## src/rtl/osd_pixel_gen.sv

```systemverilog
// OSD pixel generator: derives the OSD window from the VGA syncs and reads the
// character RAM and the external font ROM. The result goes to the overlay mixer
// three pix_ce later.
module osd_pixel_gen #(
    parameter int COLS     = 32,   // character columns, power of 2
    parameter int ROWS     = 16,   // character rows, power of 2
    parameter int H_START  = 128,  // window start, pixels after hsync trailing edge
    parameter int V_START  = 64,   // window start, lines after vsync trailing edge
    parameter int SYNC_POL = 0     // asserted sync level (0 = active-low)
) (
    input  logic        clk,
    input  logic        reset_n,
    input  logic        pix_ce,
    input  logic        vga_hsync,
    input  logic        vga_vsync,
    input  logic        osd_enable,
    input  logic        wr_en,
    input  logic [8:0]  wr_addr,
    input  logic [7:0]  wr_data,
    output logic [10:0] font_addr,
    input  logic [7:0]  font_data,
    output logic        osd_window,
    output logic        osd_pixel,
    output logic        frame_start
);

    localparam int CW    = $clog2(COLS);
    localparam int RW    = $clog2(ROWS);
    localparam int AW    = CW + RW;        // character RAM address width (at most 9)
    localparam int DEPTH = COLS * ROWS;

    localparam logic        SYNC_ACT = (SYNC_POL != 0);
    localparam logic [10:0] H_LO     = 11'(H_START);
    localparam logic [10:0] H_HI     = 11'(H_START + COLS * 8);
    localparam logic [9:0]  V_LO     = 10'(V_START);
    localparam logic [9:0]  V_HI     = 10'(V_START + ROWS * 8);

    // ------------------------------------------------------------------
    // Sync edge detection (every clk, independent of pix_ce)
    // ------------------------------------------------------------------
    logic hs_q, hs_prev_q, vs_q, vs_prev_q;
    logic hs_trail, vs_trail;

    // Register the syncs and keep the previous sample. Reset loads the deasserted
    // level so that releasing reset never creates a false trailing edge.
    always_ff @(posedge clk or negedge reset_n) begin
        if (!reset_n) begin
            hs_q      <= ~SYNC_ACT;
            hs_prev_q <= ~SYNC_ACT;
            vs_q      <= ~SYNC_ACT;
            vs_prev_q <= ~SYNC_ACT;
        end else begin
            hs_q      <= vga_hsync;
            hs_prev_q <= hs_q;
            vs_q      <= vga_vsync;
            vs_prev_q <= vs_q;
        end
    end

    assign hs_trail = (hs_prev_q == SYNC_ACT) && (hs_q != SYNC_ACT);
    assign vs_trail = (vs_prev_q == SYNC_ACT) && (vs_q != SYNC_ACT);

    // ------------------------------------------------------------------
    // Raster counters and frame-coherent enable latch
    // ------------------------------------------------------------------
    logic [10:0] hcount_q, hcount_d;
    logic [9:0]  vcount_q, vcount_d;
    logic        en_latch_q, en_latch_d;
    logic        frame_start_q;

    // Next-state for the saturating counters. A clear on the trailing edge wins over an increment.
    always_comb begin
        hcount_d = hcount_q;
        if (hs_trail)
            hcount_d = '0;
        else if (pix_ce && (hcount_q != 11'h7FF))
            hcount_d = hcount_q + 11'd1;

        vcount_d = vcount_q;
        if (vs_trail)
            vcount_d = '0;
        else if (hs_trail && (vcount_q != 10'h3FF))
            vcount_d = vcount_q + 10'd1;

        en_latch_d = vs_trail ? osd_enable : en_latch_q;
    end

    // Counter, latch and frame_start state.
    always_ff @(posedge clk or negedge reset_n) begin
        if (!reset_n) begin
            hcount_q      <= '0;
            vcount_q      <= '0;
            en_latch_q    <= 1'b0;
            frame_start_q <= 1'b0;
        end else begin
            hcount_q      <= hcount_d;
            vcount_q      <= vcount_d;
            en_latch_q    <= en_latch_d;
            frame_start_q <= vs_trail;
        end
    end

    // ------------------------------------------------------------------
    // Window test and character addressing
    // ------------------------------------------------------------------
    logic [CW+2:0] hx;       // only the low bits of hcount-H_START are needed
    logic [RW+2:0] vy;
    logic          inwin;
    logic [AW-1:0] rd_addr;

    assign hx      = hcount_q[CW+2:0] - H_LO[CW+2:0];
    assign vy      = vcount_q[RW+2:0] - V_LO[RW+2:0];
    assign inwin   = en_latch_q
                   && (hcount_q >= H_LO) && (hcount_q < H_HI)
                   && (vcount_q >= V_LO) && (vcount_q < V_HI);
    assign rd_addr = {vy[RW+2:3], hx[CW+2:3]};

    // ------------------------------------------------------------------
    // Character RAM write port with out-of-range guard
    // ------------------------------------------------------------------
    logic          wr_ok;
    logic [AW-1:0] wr_idx;

    assign wr_idx = wr_addr[AW-1:0];

    generate
        if (DEPTH < 512) begin : g_wr_guard
            // Addresses beyond the RAM are dropped rather than folded back onto it.
            assign wr_ok = (wr_addr < 9'(DEPTH));
        end else begin : g_wr_full
            // The 9-bit address cannot exceed the RAM, so every write is in range.
            assign wr_ok = 1'b1;
        end
    endgenerate

    logic [7:0] char_mem [DEPTH];

    // Character RAM storage (contents are not reset).
    always_ff @(posedge clk) begin
        if (wr_en && wr_ok)
            char_mem[wr_idx] <= wr_data;
    end

    // ------------------------------------------------------------------
    // Three-stage pixel pipeline, advancing on pix_ce
    // ------------------------------------------------------------------
    logic [7:0]  char_q;
    logic        win_s1_q, win_s2_q;
    logic [2:0]  bit_s1_q, bit_s2_q;
    logic [2:0]  line_s1_q;
    logic [10:0] font_addr_q;
    logic        osd_window_q, osd_pixel_q;

    // S1: synchronous character read. A same-address write in this clk is not seen.
    always_ff @(posedge clk or negedge reset_n) begin
        if (!reset_n)
            char_q <= '0;
        else if (pix_ce)
            char_q <= char_mem[rd_addr];
    end

    // S1..S3 control and output registers. Holding pix_ce low freezes every stage.
    always_ff @(posedge clk or negedge reset_n) begin
        if (!reset_n) begin
            win_s1_q     <= 1'b0;
            bit_s1_q     <= '0;
            line_s1_q    <= '0;
            font_addr_q  <= '0;
            win_s2_q     <= 1'b0;
            bit_s2_q     <= '0;
            osd_window_q <= 1'b0;
            osd_pixel_q  <= 1'b0;
        end else if (pix_ce) begin
            win_s1_q     <= inwin;
            bit_s1_q     <= hx[2:0];
            line_s1_q    <= vy[2:0];
            font_addr_q  <= {char_q, line_s1_q};
            win_s2_q     <= win_s1_q;
            bit_s2_q     <= bit_s1_q;
            osd_window_q <= win_s2_q;
            osd_pixel_q  <= win_s2_q & font_data[3'd7 - bit_s2_q];
        end
    end

    assign font_addr   = font_addr_q;
    assign osd_window  = osd_window_q;
    assign osd_pixel   = osd_pixel_q;
    assign frame_start = frame_start_q;

endmodule

```

## config.mk

```make
export PLATFORM = sky130hd
export DESIGN_NAME = osd_pixel_gen
export DESIGN_NICKNAME = d
export VERILOG_FILES = /design/src/rtl/osd_pixel_gen.sv
export SDC_FILE = /design/constraint.sdc
export NUM_CORES = 2
export LEC_CHECK = 0
export ABC_CLOCK_PERIOD_IN_PS = 5900
export CAP_MARGIN = 20
export CORE_MARGIN = 2
export CORE_UTILIZATION = 25
export CTS_BUF_LIST = sky130_fd_sc_hd__clkbuf_16
export DETAILED_ROUTE_END_ITERATION = 7
export PLACE_DENSITY = 0.35
export SYNTH_ARGS = -nofsm -noshare
export SYNTH_HDL_FRONTEND = slang
export SYNTH_SLANG_ARGS = --single-unit
```

## constraint.sdc

```tcl
create_clock -name clk -period 5.9 [get_ports clk]
set_clock_uncertainty 0.1 [all_clocks]
set_input_delay 1.18 -clock clk [delete_from_list [all_inputs] [get_ports clk]]
set_output_delay 1.18 -clock clk [all_outputs]
set_load 0.005 [all_outputs]
```

==> results.md <==
Route:
- The detail route stage leaves a number of antenna-violating nets equal to 0.
- The number of DRC violations after detailed-routing iteration 0 is 7,968.
- The wire length per cell after detailed routing is roughly 32 µm.
- For this run, the detailed router's first-pass iteration total came to 6.
- The via density per instance is 4.696.
- The aggregate routed wire length is 551,100 µm.
- The routed layout has roughly 81,000 vias.
- After detailed routing, the number of remaining DRC violations is 0.

Place:
- The area of placed instances is roughly 0.18 mm².
- The detailed-placement wirelength estimate is ~350,000 µm.
- The routability congestion estimate is 0.7813.
- The count of buffers from port buffering is between 40 and 50.

Yosys:
- The sequential-to-total area share from yosys stat is 76.72%.
- The compound-cell area share of the yosys netlist is 3.268%.
- In the post-synthesis netlist, the biggest area contributors are edfxtp_1, mux4_2, mux2i_1.
- The predominant post-synthesis flop cell is edfxtp_1.
- The synthesized area is 0.1623 mm².
- The count of cell types in the netlist is 66.
- Summing the areas of all xor and xnor instances in the mapped netlist gives 0.09716% of the synthesized area.
- The post-synth net total is between 7,000 and 8,000.
- The cell count after synthesis came out at 7,872.
- The most frequent cell after synthesis is edfxtp_1.
- Of the total synthesized cell area, the portion taken by full adders, half adders and majority gates is 0.03085%.
- The average footprint of a synthesized cell is between 20 and 25 µm².
- The Yosys step of the flow raised 0 warnings.
- The number of synthesized flops with an enable pin is 4,096.
- The fraction of synthesized area in multiplexers is ~15%.
- By area, the combinational part of the netlist is dominated by multiplexers.
- After Yosys synthesis, and, or, nand and nor cells account for 2.562% of the synthesized area.
- The synthesized design spends more area on one cell type than any other, namely edfxtp_1.
- The proportion of netlist area held by the largest area contributor is 75.81%.
- Counting instances in the post-synthesis netlist gives the leading cell types as edfxtp_1, mux4_2, nor2_1.
- The fraction of synthesis flops using an asynchronous set or reset pin is 1.420%.
- Counting flops and latches in the post-synthesis netlist gives 4,155.

Timing:
- At the pin with the least slew margin, the transition time is 1.217 ns.
- The hold violation total from the final report is 0.
- Setup repair after global routing left no endpoint under its margin.
- The worst hold slack after final layout is 0.1950 ns.
- The number of max-slew violations in the final report is 0.
- For the finished layout, the period the worst path requires is 5.215 ns.
- The aggregate negative setup slack is 0 ns.
- Based on the critical path, the design can be clocked at up to 191.8 MHz.
- Dividing the final minimum period by the clock period gives 88.39%.
- The total setup violations reported at the end of the flow is 0.
- In this run the tightest slew margin relative to its limit is 18.89%.

Status:
- The run finished with clean final reports.

CTS:
- The largest buffer count on any clock path is 4.
- The quantity of hold-fixing buffers added after cts is 0.
- TritonCTS built the clock tree.
- Gates resized during post-CTS repair numbered 0.
- The root buffer cell chosen for the clock tree is clkbuf_16.
- The clock slew seen by the registers of the worst setup and hold paths is 0.06 ns.
- Counting every sink on the clock net gives 4,155.
- The post-CTS setup-driven buffer insertion count is 0.
- Clock tree synthesis inserted a total of 469 buffers.
- In this run the number of H-tree levels came out at 5.
- At the later pin of the worst-skew pair, clock insertion delay measures 1.05 ns.

Worst hold path:
- The tightest min-delay check is of the primary input to async pin type.

Global routing:
- The global routing usage summed across all routing layers is 16.35%.
- The initial antenna violation count is 52.
- The total congestion overflow is 0.
- The via count of the first global-routing pass was around 85,000.
- The pin count of the biggest net entering global routing is 127.
- The wire length of the first global-routing pass is 747,800 µm.

Layout:
- Of the cells placed in the final design, the portion with a size suffix greater than 1 is 23.32%.
- The register area is 0.1245 mm².
- The final standard cell area without fillers is 0.1904 mm².
- The area growth from synthesis to final layout is 17.33%.
- The multi-input combinational cell area is 0.03493 mm².
- The number of nets at the end of the flow is 8,361.
- The count of filler cells inserted in the layout is 63,110.

Die:
- In this run the horizontal extent of the chip is 809.6 µm.
- The number of top-level pins is 46.
- The standard-cell row count is around 300.
- The initial core utilization is 25.12%.
- The placeable core region is between 0.6 and 0.7 mm².
- The die area is between 0.6 and 0.7 mm².
- The die height is 809.6 µm.

Setup path:
- Measured in cells, the most critical reg-to-reg path has a length of 8.
- The largest fanout of any net on the critical path is 19.
- STA classifies the critical path endpoint as a flop.
- STA puts the critical path data arrival time at 5.99 ns.
- The data required time of the critical path is around 6.7 ns.
- The worst setup path is launched from a flop.
- The critical setup path kind is flop to flop.

Power:
- In this run the power density over the cells is around 340 mW/mm².
- The maximum vdd ir drop is 0.2598 mV.
- The static leakage is 57.47 nW.

Flow run:
- The number of maximum-capacitance violations is 0.
-- cell usage in the layout, fill, tap and decap left out, types with 23 or more instances in the layout --
cell and count:
edfxtp_1 4096, mux4_2 805, nor2_1 569, mux2i_1 557
clkbuf_16 470, buf_4 351, a22oi_1 222, nand2_1 179
clkinv_1 122, a21oi_1 101, inv_1 98, nand3_1 85
clkinv_2 81, buf_12 81, o22ai_1 78, mux2_2 66
a221oi_1 57, dfrtp_1 48, bufinv_16 48, a31oi_1 46
o21ai_0 41, clkdlybuf4s50_1 35, o211ai_1 31, nor3_1 26
a211oi_1 25, a22o_1 23
-- layout make-up --
| type | count | share of cell area, % |
|---|---|---|
| diodes | 13 | 0.01709 |
| clock buffers | 470 | 6.178 |
| clock inverters | 392 | 1.829 |
| inverters | 15 | 0.03352 |
| multi-input cells | 3202 | 18.35 |
| flip-flops and latches | 4155 | 65.40 |
| well taps | 8613 | 5.661 |
| repair buffers | 482 | 2.526 |
-- metrics by stage --
step | util (%) | instances | power, W | setup WS (ns)
finish | 29.47 | 17340 | 0.06451 | 0.6852
global route | 29.47 | 17330 | 0.06647 | 0.3468
CTS | 29.46 | 17330 | 0.06536 | 0.4583
detailed placement | 27.10 | 16470 | 0.03625 | 0.5126
global placement | 27.09 | 16460 | 0.03624 | 0.1524
floorplan | - | 7872 | 0.03473 | 3.098
-- power breakdown --
part	total (W)	internal, W	switching, W
registers	0.0326	0.0325	0.000114
logic	0.00292	0.00106	0.00186
clock network	0.0290	0.0166	0.0124
-- critical path, cell delays in order (launching register included) --
cell	delay, ns
dfrtp_4	0.85
buf_4	0.36
inv_2	0.70
buf_4	0.36
nand2_1	0.43
o221ai_1	0.72
o221ai_1	0.33
a22oi_1	0.95
a41oi_1	0.21
-- cell families after synthesis --
logic type	Yosys count
AO/OA/AOI/OAI	741
XOR/XNOR	18
adder cells (fa/ha/maj)	4
buffers and inverters	515
flip-flops	4155
multiplexers	1448
AND/OR/NAND/NOR	991
-- registers in the layout (all words and copies together), names as in the netlist --
| name | cells |
|---|---|
| bit_s1_q | 3 |
| bit_s2_q | 3 |
| char_mem | 4096 |
| char_q | 8 |
| en_latch_q | 1 |
| font_addr | 11 |
| frame_start | 1 |
| hcount_q | 11 |
| hs_prev_q | 1 |
| hs_q | 1 |
| line_s1_q | 3 |
| osd_pixel | 1 |
| osd_window | 1 |
| vcount_q | 10 |
| vs_prev_q | 1 |
| vs_q | 1 |
| win_s1_q | 1 |
| win_s2_q | 1 |
-- final timing paths --
path | startpoint | to | slack, ns
max | hcount_q[3] | char_q[7] | 0.69
max in group asynchronous | reset_n | vcount_q[3] | 4.72
min in group clk | hs_q | hs_prev_q | 0.26
min | reset_n | osd_pixel | 0.20
min reg2reg | hs_q | hs_prev_q | 0.26
max reg2reg | hcount_q[3] | char_q[7] | 0.69
-- per-layer routing --
metal	part of all wire (%)	vias to the layer above	GRT usage, %
li1	-	33650	-
met5	0.0024	-	0
met2	48	2361	26.86
met4	2.1	2	3.256
met3	5.1	593	2.503
met1	45	44840	23.05
No activity file was read; power rests on OpenSTA's default activity.
